--- config.mk ---
export PLATFORM = sky130hd
export DESIGN_NAME = mdio_phy_resp
export DESIGN_NICKNAME = d
export VERILOG_FILES = /design/src/rtl/mdio_pkg.sv /design/src/rtl/mdio_edge_sync.sv /design/src/rtl/mdio_phy_resp.sv
export SDC_FILE = /design/constraint.sdc
export NUM_CORES = 1
export LEC_CHECK = 0
export ABC_AREA = 1
export CAP_MARGIN = 20
export CORE_MARGIN = 3
export CORE_UTILIZATION = 54
export DETAILED_ROUTE_END_ITERATION = 10
export PLACE_DENSITY = 0.76
export SYNTH_ARGS = -nofsm -noshare
export SYNTH_HDL_FRONTEND = slang
export SYNTH_HIERARCHICAL = 1
export SYNTH_SLANG_ARGS = --single-unit
--- constraint.sdc ---
create_clock -name Clk -period 2 [get_ports Clk]
set_clock_uncertainty 0.05 [all_clocks]
set_input_delay 0.3 -clock Clk [delete_from_list [all_inputs] [get_ports Clk]]
set_output_delay 0.3 -clock Clk [all_outputs]
set_load 0.01 [all_outputs]
--- src/rtl/mdio_pkg.sv ---
// Shared types and constants for the Clause-22 MDIO PHY-side responder.
package mdio_pkg;

  typedef enum logic [2:0] {
    S_PRE   = 3'd0,
    S_ST    = 3'd1,
    S_OP    = 3'd2,
    S_PHYAD = 3'd3,
    S_REGAD = 3'd4,
    S_TA    = 3'd5,
    S_DATA  = 3'd6,
    S_SKIP  = 3'd7
  } mdio_state_e;

  localparam logic [1:0] OP_READ  = 2'b10;
  localparam logic [1:0] OP_WRITE = 2'b01;

  localparam logic [4:0] REG_BMCR    = 5'd0;
  localparam logic [4:0] REG_BMSR    = 5'd1;
  localparam logic [4:0] REG_ID1     = 5'd2;
  localparam logic [4:0] REG_ID2     = 5'd3;
  localparam logic [4:0] REG_ANAR    = 5'd4;
  localparam logic [4:0] REG_SCRATCH = 5'd31;

  localparam logic [15:0] BMCR_DEF    = 16'h3100;
  localparam logic [15:0] BMSR_BASE   = 16'h7809;
  localparam logic [15:0] ANAR_DEF    = 16'h01E1;
  localparam logic [15:0] SCRATCH_DEF = 16'h0000;

  // TA (2) plus data (16) edges swallowed by a frame not meant for us.
  localparam logic [7:0] SKIP_EDGES = 8'd18;

endpackage

--- src/rtl/mdio_edge_sync.sv ---
// Brings MDC and MDIO into the fabric clock domain and flags MDC rising edges.
module mdio_edge_sync (
  input  logic clk_i,
  input  logic rst_ni,
  input  logic mdc_i,
  input  logic mdio_i,
  output logic mdio_o,
  output logic mdc_rise_o
);

  logic [2:0] mdc_q;
  logic [1:0] mdio_q;

  always_ff @(posedge clk_i or negedge rst_ni) begin
    if (!rst_ni) begin
      mdc_q  <= 3'b000;
      mdio_q <= 2'b11;
    end else begin
      mdc_q  <= {mdc_q[1:0], mdc_i};
      mdio_q <= {mdio_q[0], mdio_i};
    end
  end

  // MDIO tap sits at the same depth as the MDC edge so the sampled bit lines up.
  assign mdc_rise_o = mdc_q[1] & ~mdc_q[2];
  assign mdio_o     = mdio_q[1];

endmodule

--- src/rtl/mdio_phy_resp.sv ---
// Clause-22 MDIO PHY-side responder with a small register file.
// Optional: define MDIO_PRE_SUPPRESS_EN to accept preamble-suppressed frames.
module mdio_phy_resp
  import mdio_pkg::*;
#(
  parameter logic [4:0]  PHY_ADDR = 5'd1,
  parameter logic [15:0] PHY_ID1  = 16'h0007,
  parameter logic [15:0] PHY_ID2  = 16'hC0F1,
  parameter int unsigned PRE_LEN  = 32
) (
  input  logic        Clk,
  input  logic        Rstn,
  input  logic        MDC,
  input  logic        Mdio_I,
  output logic        Mdio_O,
  output logic        Mdio_Oe,
  input  logic        Link_Up,
  output logic        Wr_Strb,
  output logic [4:0]  Wr_Reg_Addr,
  output logic [15:0] Wr_Data,
  output logic        Rd_Strb,
  output logic        Frame_Err,
  output logic        Busy
);

  localparam logic [7:0] PRE_MAX = 8'(PRE_LEN);

  logic mdio_s, mdc_rise;

  mdio_edge_sync u_sync (
    .clk_i      (Clk),
    .rst_ni     (Rstn),
    .mdc_i      (MDC),
    .mdio_i     (Mdio_I),
    .mdio_o     (mdio_s),
    .mdc_rise_o (mdc_rise)
  );

  mdio_state_e state_q, state_d;
  logic [7:0]  cnt_q, cnt_d;
  logic [4:0]  addr_q, addr_d;
  logic [4:0]  reg_addr_q, reg_addr_d;
  logic [15:0] sh_q, sh_d;
  logic        is_rd_q, is_rd_d;
  logic [15:0] bmcr_q, bmcr_d, anar_q, anar_d, scr_q, scr_d;
  logic        oe_q, oe_d, o_q, o_d;
  logic        wr_strb_q, wr_strb_d, rd_strb_q, rd_strb_d, ferr_q, ferr_d;
  logic        busy_q, busy_d;
  logic [4:0]  wr_addr_q, wr_addr_d;
  logic [15:0] wr_data_q, wr_data_d;

  logic [4:0]  addr_nxt;
  logic [15:0] wr_word;
  logic        pre_ok;

  assign addr_nxt = {addr_q[3:0], mdio_s};
  assign wr_word  = {sh_q[14:0], mdio_s};

`ifdef MDIO_PRE_SUPPRESS_EN
  assign pre_ok = (cnt_q != 8'd0);
`else
  assign pre_ok = (cnt_q == PRE_MAX);
`endif

  function automatic logic [15:0] reg_read(input logic [4:0]  a,
                                           input logic [15:0] bmcr,
                                           input logic [15:0] anar,
                                           input logic [15:0] scr,
                                           input logic        link);
    logic [15:0] rv;
    rv = 16'h0000;
    case (a)
      REG_BMCR:    rv = bmcr & 16'h7FFF;
      REG_BMSR:    rv = BMSR_BASE | {13'd0, link, 2'b00};
      REG_ID1:     rv = PHY_ID1;
      REG_ID2:     rv = PHY_ID2;
      REG_ANAR:    rv = anar;
      REG_SCRATCH: rv = scr;
      default:     rv = 16'h0000;
    endcase
    return rv;
  endfunction

  always_comb begin
    state_d    = state_q;
    cnt_d      = cnt_q;
    addr_d     = addr_q;
    reg_addr_d = reg_addr_q;
    sh_d       = sh_q;
    is_rd_d    = is_rd_q;
    bmcr_d     = bmcr_q;
    anar_d     = anar_q;
    scr_d      = scr_q;
    oe_d       = oe_q;
    o_d        = o_q;
    wr_strb_d  = 1'b0;
    rd_strb_d  = 1'b0;
    ferr_d     = 1'b0;
    busy_d     = busy_q;
    wr_addr_d  = wr_addr_q;
    wr_data_d  = wr_data_q;

    if (mdc_rise) begin
      case (state_q)
        S_PRE: begin
          if (mdio_s) begin
            if (cnt_q != PRE_MAX) cnt_d = cnt_q + 8'd1;
          end else begin
            cnt_d = 8'd0;
            if (pre_ok) begin
              state_d = S_ST;
              busy_d  = 1'b1;
            end
          end
        end
        S_ST: begin
          cnt_d = 8'd0;
          if (mdio_s) begin
            state_d = S_OP;
          end else begin
            ferr_d  = 1'b1;
            busy_d  = 1'b0;
            state_d = S_PRE;
          end
        end
        S_OP: begin
          addr_d = addr_nxt;
          cnt_d  = cnt_q + 8'd1;
          if (cnt_q == 8'd1) begin
            cnt_d = 8'd0;
            case (addr_nxt[1:0])
              OP_READ:  begin is_rd_d = 1'b1; state_d = S_PHYAD; end
              OP_WRITE: begin is_rd_d = 1'b0; state_d = S_PHYAD; end
              default:  begin ferr_d = 1'b1; state_d = S_SKIP; end
            endcase
          end
        end
        S_PHYAD: begin
          addr_d = addr_nxt;
          cnt_d  = cnt_q + 8'd1;
          if (cnt_q == 8'd4) begin
            cnt_d   = 8'd0;
            state_d = (addr_nxt == PHY_ADDR) ? S_REGAD : S_SKIP;
          end
        end
        S_REGAD: begin
          addr_d = addr_nxt;
          cnt_d  = cnt_q + 8'd1;
          if (cnt_q == 8'd4) begin
            cnt_d      = 8'd0;
            reg_addr_d = addr_nxt;
            state_d    = S_TA;
            if (is_rd_q) sh_d = reg_read(addr_nxt, bmcr_q, anar_q, scr_q, Link_Up);
          end
        end
        S_TA: begin
          cnt_d = cnt_q + 8'd1;
          if (cnt_q == 8'd0) begin
            if (is_rd_q) begin
              oe_d      = 1'b1;
              o_d       = 1'b0;
              rd_strb_d = 1'b1;
            end
          end else begin
            cnt_d   = 8'd0;
            state_d = S_DATA;
            if (is_rd_q) begin
              o_d  = sh_q[15];
              sh_d = {sh_q[14:0], 1'b0};
            end
          end
        end
        S_DATA: begin
          cnt_d = cnt_q + 8'd1;
          if (is_rd_q) begin
            if (cnt_q == 8'd15) begin
              oe_d    = 1'b0;
              o_d     = 1'b1;
              cnt_d   = 8'd0;
              busy_d  = 1'b0;
              state_d = S_PRE;
            end else begin
              o_d  = sh_q[15];
              sh_d = {sh_q[14:0], 1'b0};
            end
          end else begin
            sh_d = wr_word;
            if (cnt_q == 8'd15) begin
              wr_strb_d = 1'b1;
              wr_addr_d = reg_addr_q;
              wr_data_d = wr_word;
              cnt_d     = 8'd0;
              busy_d    = 1'b0;
              state_d   = S_PRE;
              case (reg_addr_q)
                REG_BMCR: begin
                  // Soft reset restores the writable registers in the same cycle.
                  if (wr_word[15]) begin
                    bmcr_d = BMCR_DEF;
                    anar_d = ANAR_DEF;
                    scr_d  = SCRATCH_DEF;
                  end else begin
                    bmcr_d = wr_word;
                  end
                end
                REG_ANAR:    anar_d = wr_word;
                REG_SCRATCH: scr_d  = wr_word;
                default: ;
              endcase
            end
          end
        end
        S_SKIP: begin
          oe_d  = 1'b0;
          cnt_d = cnt_q + 8'd1;
          if (cnt_q == SKIP_EDGES - 8'd1) begin
            cnt_d   = 8'd0;
            busy_d  = 1'b0;
            state_d = S_PRE;
          end
        end
        default: state_d = S_PRE;
      endcase
    end
  end

  always_ff @(posedge Clk or negedge Rstn) begin
    if (!Rstn) begin
      state_q    <= S_PRE;
      cnt_q      <= 8'd0;
      addr_q     <= 5'd0;
      reg_addr_q <= 5'd0;
      sh_q       <= 16'h0000;
      is_rd_q    <= 1'b0;
      bmcr_q     <= BMCR_DEF;
      anar_q     <= ANAR_DEF;
      scr_q      <= SCRATCH_DEF;
      oe_q       <= 1'b0;
      o_q        <= 1'b1;
      wr_strb_q  <= 1'b0;
      rd_strb_q  <= 1'b0;
      ferr_q     <= 1'b0;
      busy_q     <= 1'b0;
      wr_addr_q  <= 5'd0;
      wr_data_q  <= 16'h0000;
    end else begin
      state_q    <= state_d;
      cnt_q      <= cnt_d;
      addr_q     <= addr_d;
      reg_addr_q <= reg_addr_d;
      sh_q       <= sh_d;
      is_rd_q    <= is_rd_d;
      bmcr_q     <= bmcr_d;
      anar_q     <= anar_d;
      scr_q      <= scr_d;
      oe_q       <= oe_d;
      o_q        <= o_d;
      wr_strb_q  <= wr_strb_d;
      rd_strb_q  <= rd_strb_d;
      ferr_q     <= ferr_d;
      busy_q     <= busy_d;
      wr_addr_q  <= wr_addr_d;
      wr_data_q  <= wr_data_d;
    end
  end

  assign Mdio_O      = o_q;
  assign Mdio_Oe     = oe_q;
  assign Wr_Strb     = wr_strb_q;
  assign Wr_Reg_Addr = wr_addr_q;
  assign Wr_Data     = wr_data_q;
  assign Rd_Strb     = rd_strb_q;
  assign Frame_Err   = ferr_q;
  assign Busy        = busy_q;

endmodule

Yosys cells after proc, flatten, opt, wreduce, memory -nomap -nowiden. Index checks and enable logic that the tools add are counted.

Input port bits: 5. Output and inout bits: 27. Word-level logic and storage cells: 151. Register bits after elaboration: 116.

Equality and inequality tests: 38. Reductions and logical operators: 27. Bitwise operators: 3. Add/sub/neg operators: 1. Mux-type cells: 63.

Operator list (number): $mux 16 (8); $pmux 16 s6 (1); $pmux 16 s2 (2); $mux 8 (7); $pmux 8 s7 (1); $pmux 16 s3 (1); $ne 2x2->1 const B (14); $mux 3 (9); $mux 1 (25); $pmux 3 s8 (1); $reduce_and 6->1 (3); $mux 15 (1); $reduce_and 7->1 (2); $eq 3x3->1 const B (4); $reduce_and 4->1 (3); $eq 5x2->1 const B (2); $eq 5x3->1 const B (2); $eq 5x5->1 const B (2); $logic_not 5->1 (2); $reduce_and 9->1 (1); $add 8x1->8 const B (1); $eq 8x1->1 const B (1); $eq 8x3->1 const B (1); $eq 8x4->1 const B (1); 25 further kinds (37).

Depth between registers and ports, before layout.
Depth in word-level cells: 6. Depth in mapped cells: 13. Gate-level depth less buffers: 12.

Hierarchy. Netlist, hierarchy kept.

Modules (own cells, without submodules): mdio_phy_resp (cells each 741, seq. area each 2788.9 µm², area an instance 5665.4 µm², instances 1); mdio_edge_sync (cells each 7, seq. area each 127.6 µm², area an instance 137.6 µm², instances 1).

Worst setup path before layout. OpenSTA, ideal clock, no wires.

Path type: register -> register. Start point: register u_sync.mdio_q[1]. End point: register sh_q[12]. Cell stages (with the launch flop): 13. Path slack: 0.061 ns. Path buffers: 2. Data required time: 1.833 ns. Period minus slack after synthesis: 1.939 ns. Arrival: 1.773 ns. Library setup time: 0.117 ns. Cells stage by stage: dfstp_2 -> inv_1 -> clkbuf_1 -> ha_1 -> inv_1 -> nor2_1 -> clkbuf_1 -> nand4_1 -> o21ai_0 -> o21ai_0 -> nand2_1 -> nand2_1 -> nand2_1.

Cells in the longest elaborated chain, start to end: 5. Elaborated cells between the ends (all ways): 10. Classes of those cells: eq/ne (5); mux (4); reduce/logical (1).

Ends and longest elaborated chain: from (decl) (line mdio_edge_sync.sv:12) `logic [1:0] mdio_q;`; from (signal assigned) (line mdio_edge_sync.sv:20) `mdio_q <= {mdio_q[0], mdio_i};`; $eq 5x5->1, or another cell as far along (line mdio_phy_resp.sv:72) `case (a)`; $pmux 16 s6 * (line mdio_phy_resp.sv:72); $mux 16 * (line mdio_phy_resp.sv:153) `if (is_rd_q) sh_d = reg_read(addr_nxt, bmcr_q, anar_q, scr_q, Link_Up);`; $mux 16 * (line mdio_phy_resp.sv:149) `if (cnt_q == 8'd4) begin`; $pmux 16 s3 * (line mdio_phy_resp.sv:104) `case (state_q)`; to (signal assigned) (line mdio_phy_resp.sv:233) `sh_q <= 16'h0000;`; to (signal assigned) (line mdio_phy_resp.sv:251) `sh_q <= sh_d;`; to (decl) (line mdio_phy_resp.sv:43) `logic [15:0] sh_q, sh_d;`.

Mark *: on every way between the ends. The rest lies on a longest branch, timed or not. The select of a mux whose other input is x is not followed. A chain may end at the register's enable or synchronous reset.

Final worst setup path.
Start point: register o_q, in the netlist Mdio_O. End point: output Mdio_O.

RTL lines: from (decl) (line mdio_phy_resp.sv:46) `logic oe_q, oe_d, o_q, o_d;`; from (signal assigned) (line mdio_phy_resp.sv:239) `o_q <= 1'b1;`; from (signal assigned) (line mdio_phy_resp.sv:257) `o_q <= o_d;`; to (decl) (line mdio_phy_resp.sv:15) `output logic Mdio_O,`.

No word-level cell between the ends.

==> impl_metrics.json <==
{
  "vias_per_cell": 5.58,
  "drc_errors": 0,
  "synthCells": 748,
  "path_cells": "clkdlybuf4s50_1",
  "fillers": 834,
  "ant_nets": 0,
  "worst_path_max_delay_cell": "clkdlybuf4s50_1",
  "clock.fmax_mhz": 511,
  "routed_wl_um": 16300,
  "yosysSeqAreaShare_pct": 50.3,
  "grt_max_degree": 42,
  "grt_setup_unrepaired": "true",
  "yosysTopAreaCell": "dfrtp_1",
  "power_frac_clock_pct": 53.2,
  "grt_usage_pct": 28.9,
  "pwr-share-comb_pct": 5.0,
  "cp.arrival_ns": 1.61,
  "synth_top_area_share_pct": 45.3,
  "maxSlewViolCount": 0,
  "multi_input_area_um2": 2520,
  "drt-initial-drc-count": 594,
  "synth-main-ff-cell": "dfrtp_1",
  "pin_count": 32,
  "cpPeakStageDelay_ns": 0.54,
  "worst_slew_pin_slew_ns": 0.522,
  "die_area_um2": 12000,
  "layout-drive-gt1-share_pct": 16.5,
  "h-tree-depth": 4,
  "cts_sinks": 116,
  "pwr-share-seq_pct": 41.7,
  "ir_worst_vdd_mv": 0.603,
  "gp_congestion": 0.949,
  "final_core_util_pct": 70.7,
  "whs_ns": 0.124,
  "cts-root-buf": "clkbuf_8",
  "cts_buffers": 17,
  "cap_violations": 0,
  "start_util_pct": 56.0,
  "instances_no_fill": 987,
  "synth_most_common_cell": "nand2_1",
  "portBuffers": 31,
  "internal_power_uw": 4410,
  "syn_area_um2": 5800,
  "maxSlewHeadroom_pct": 65.2,
  "status": "complete, no violations",
  "firstDrtPassIters": 7,
  "seq_area_um2": 2920,
  "dpl.hpwl_um": 11200,
  "clockBufferDepth": 2,
  "clkTransAtPathRegs_ns": 0.05,
  "fp-row-count": 37,
  "setup_viol": 0,
  "cp_top_family": "buffers and inverters",
  "hold_viol_final": 0,
  "startpoint_type": "register",
  "setup_tns_ns": 0,
  "swShare_pct": 22.7,
  "crit_type": "register to primary output",
  "antenna_cells": 0,
  "core_um2": 10400,
  "cts_tree": "yes",
  "dieWidth_um": 110,
  "synth_warnings": 6,
  "synth_nets": 760,
  "die_h_um": 110,
  "grt-ovfl-total": 0,
  "dp_cells": 946,
  "synth_area_leaders": "dfrtp_1, nand2_1, o21ai_0, dfstp_2, inv_1",
  "p_per_area_nw_per_um2": 778,
  "area_growth_pct": 26.4,
  "min_period_ns": 1.96,
  "switching_power_uw": 1300,
  "crit_path_end_kind": "primary output",
  "holdCritPathClass": "input port to register",
  "clkLatencyLatePin_ns": 0.54,
  "grt_pass1_wl_um": 26500,
  "vias": 5505,
  "grt_antenna_before_repair": 0,
  "synth-seq-cells": 116,
  "grt_pass1_vias": 5307,
  "yosysUniqueCellTypes": 34,
  "leakage_uw": 0.00352,
  "critPathMaxFanout": 2,
  "finalCritPeriodShare_pct": 97.8,
  "synth_edf_count": 0,
  "required_ns": 1.65,
  "synth-async-reset-ratio_pct": 100,
  "final_nets": 850,
  "cp.buffers_inverters": 1,
  "syn-mean-instance-area_um2": 7.76,
  "routedWlPerCell_um": 16.5,
  "ys_top_cells_by_count": "nand2_1, dfrtp_1, inv_1"
}
==> what timing repair did <==
action,4_1_cts,5_1_grt
pin swaps,2,3
gates cloned,0,1
endpoints found under the setup margin,32,83
setup buffers,3,4
hold buffers,1,0
gates resized for setup,4,24
endpoints found under the hold margin,31,0
==> cell usage in the layout, fill, tap and decap left out, types with 4 or more instances in the layout <==
master / netlist / final
nand2_1: 268 / 267
dfrtp_1: 105 / 102
inv_1: 73 / 73
o21ai_0: 64 / 58
buf_4: 3 / 58
nand3_1: 45 / 44
nor2_1: 47 / 43
clkdlybuf4s50_1: 0 / 30
nand4_1: 27 / 27
o22ai_1: 19 / 18
clkbuf_16: 0 / 16
dfstp_2: 11 / 11
a21oi_1: 11 / 11
o21ai_1: 4 / 9
nor2_4: 2 / 7
nand2_2: 6 / 7
o211ai_1: 6 / 6
nor2_2: 5 / 5
ha_1: 7 / 5
nor3_1: 4 / 4
a31oi_1: 4 / 4
==> worst paths after layout <==
kind	startpoint	endpoint	slack, ns	cells after the start
max	Mdio_O	Mdio_O	0.04	1
max in group asynchronous	Rstn	u_sync/mdio_q[1]	1.00	3
min reg2reg	u_sync/mdc_q[0]	u_sync/mdc_q[1]	0.30	0
min in group asynchronous	Rstn	reg_addr_q[3]	0.23	2
max reg2reg	addr_q[1]	sh_q[6]	0.05	8
min	Mdio_I	u_sync/mdio_q[0]	0.12	1
==> state kept, by name (all words and copies together) (netlist names), 3 cells and up <==
| name | count |
|---|---|
| Wr_Data | 16 |
| anar_q | 16 |
| scr_q | 16 |
| sh_q | 16 |
| bmcr_q | 15 |
| cnt_q | 8 |
| Wr_Reg_Addr | 5 |
| reg_addr_q | 5 |
| addr_q | 4 |
| state_q | 3 |
| u_sync/mdc_q | 3 |
==> cell type report <==
class                      instances  share of cell area (%)
clock inverter                    12                    2.12
tap                              136                    2.32
timing repair buffer              94                    11.3
inverter                          79                    4.09
multi-input combinational        530                    34.4
sequential                       116                    39.8
clock buffer                      20                    5.94
==> per-layer routing <==
metal / vias up / part of all wire [%] / track usage [%]
li1: 2615 / - / -
met2: 243 / 47 / 46.9
met4: 0 / 2.6 / 12.0
met1: 2607 / 43 / 37.2
met3: 40 / 7.3 / 6.93
met5: - / 0 / 0
==> per-stage QoR <==
| stage | power (uW) | area [um^2] | setup slack [ns] |
|---|---|---|---|
| finish | 5700 | 7330 | 0.0438 |
| global route | 5880 | 7330 | -0.0456 |
| CTS | 5730 | 7230 | 0.00305 |
| detailed placement | 2690 | 6600 | -0.219 |
| global placement | 2680 | 6600 | -0.182 |
| floorplan | 2540 | 5800 | 0.0606 |
==> power by group through the flow <==
stage | Combinational (uW) | Sequential (uW) | Clock, uW
4_1_cts | 271 | 2380 | 3080
3_3_place_gp | 262 | 2420 | 0
2_1_floorplan | 116 | 2420 | 0
5_1_grt | 318 | 2380 | 3180
6_report | 288 | 2380 | 3040
3_5_place_dp | 266 | 2420 | 0
==> cells by family after synthesis <==
| logic type | Yosys count | synth area share, % |
|---|---|---|
| simple gates | 412 | 30.4 |
| flops | 116 | 50.3 |
| compound gates | 110 | 10.3 |
| buf+inv | 103 | 7.46 |
| fa+ha+maj | 7 | 1.51 |
No activity file was read; power rests on OpenSTA's default activity.
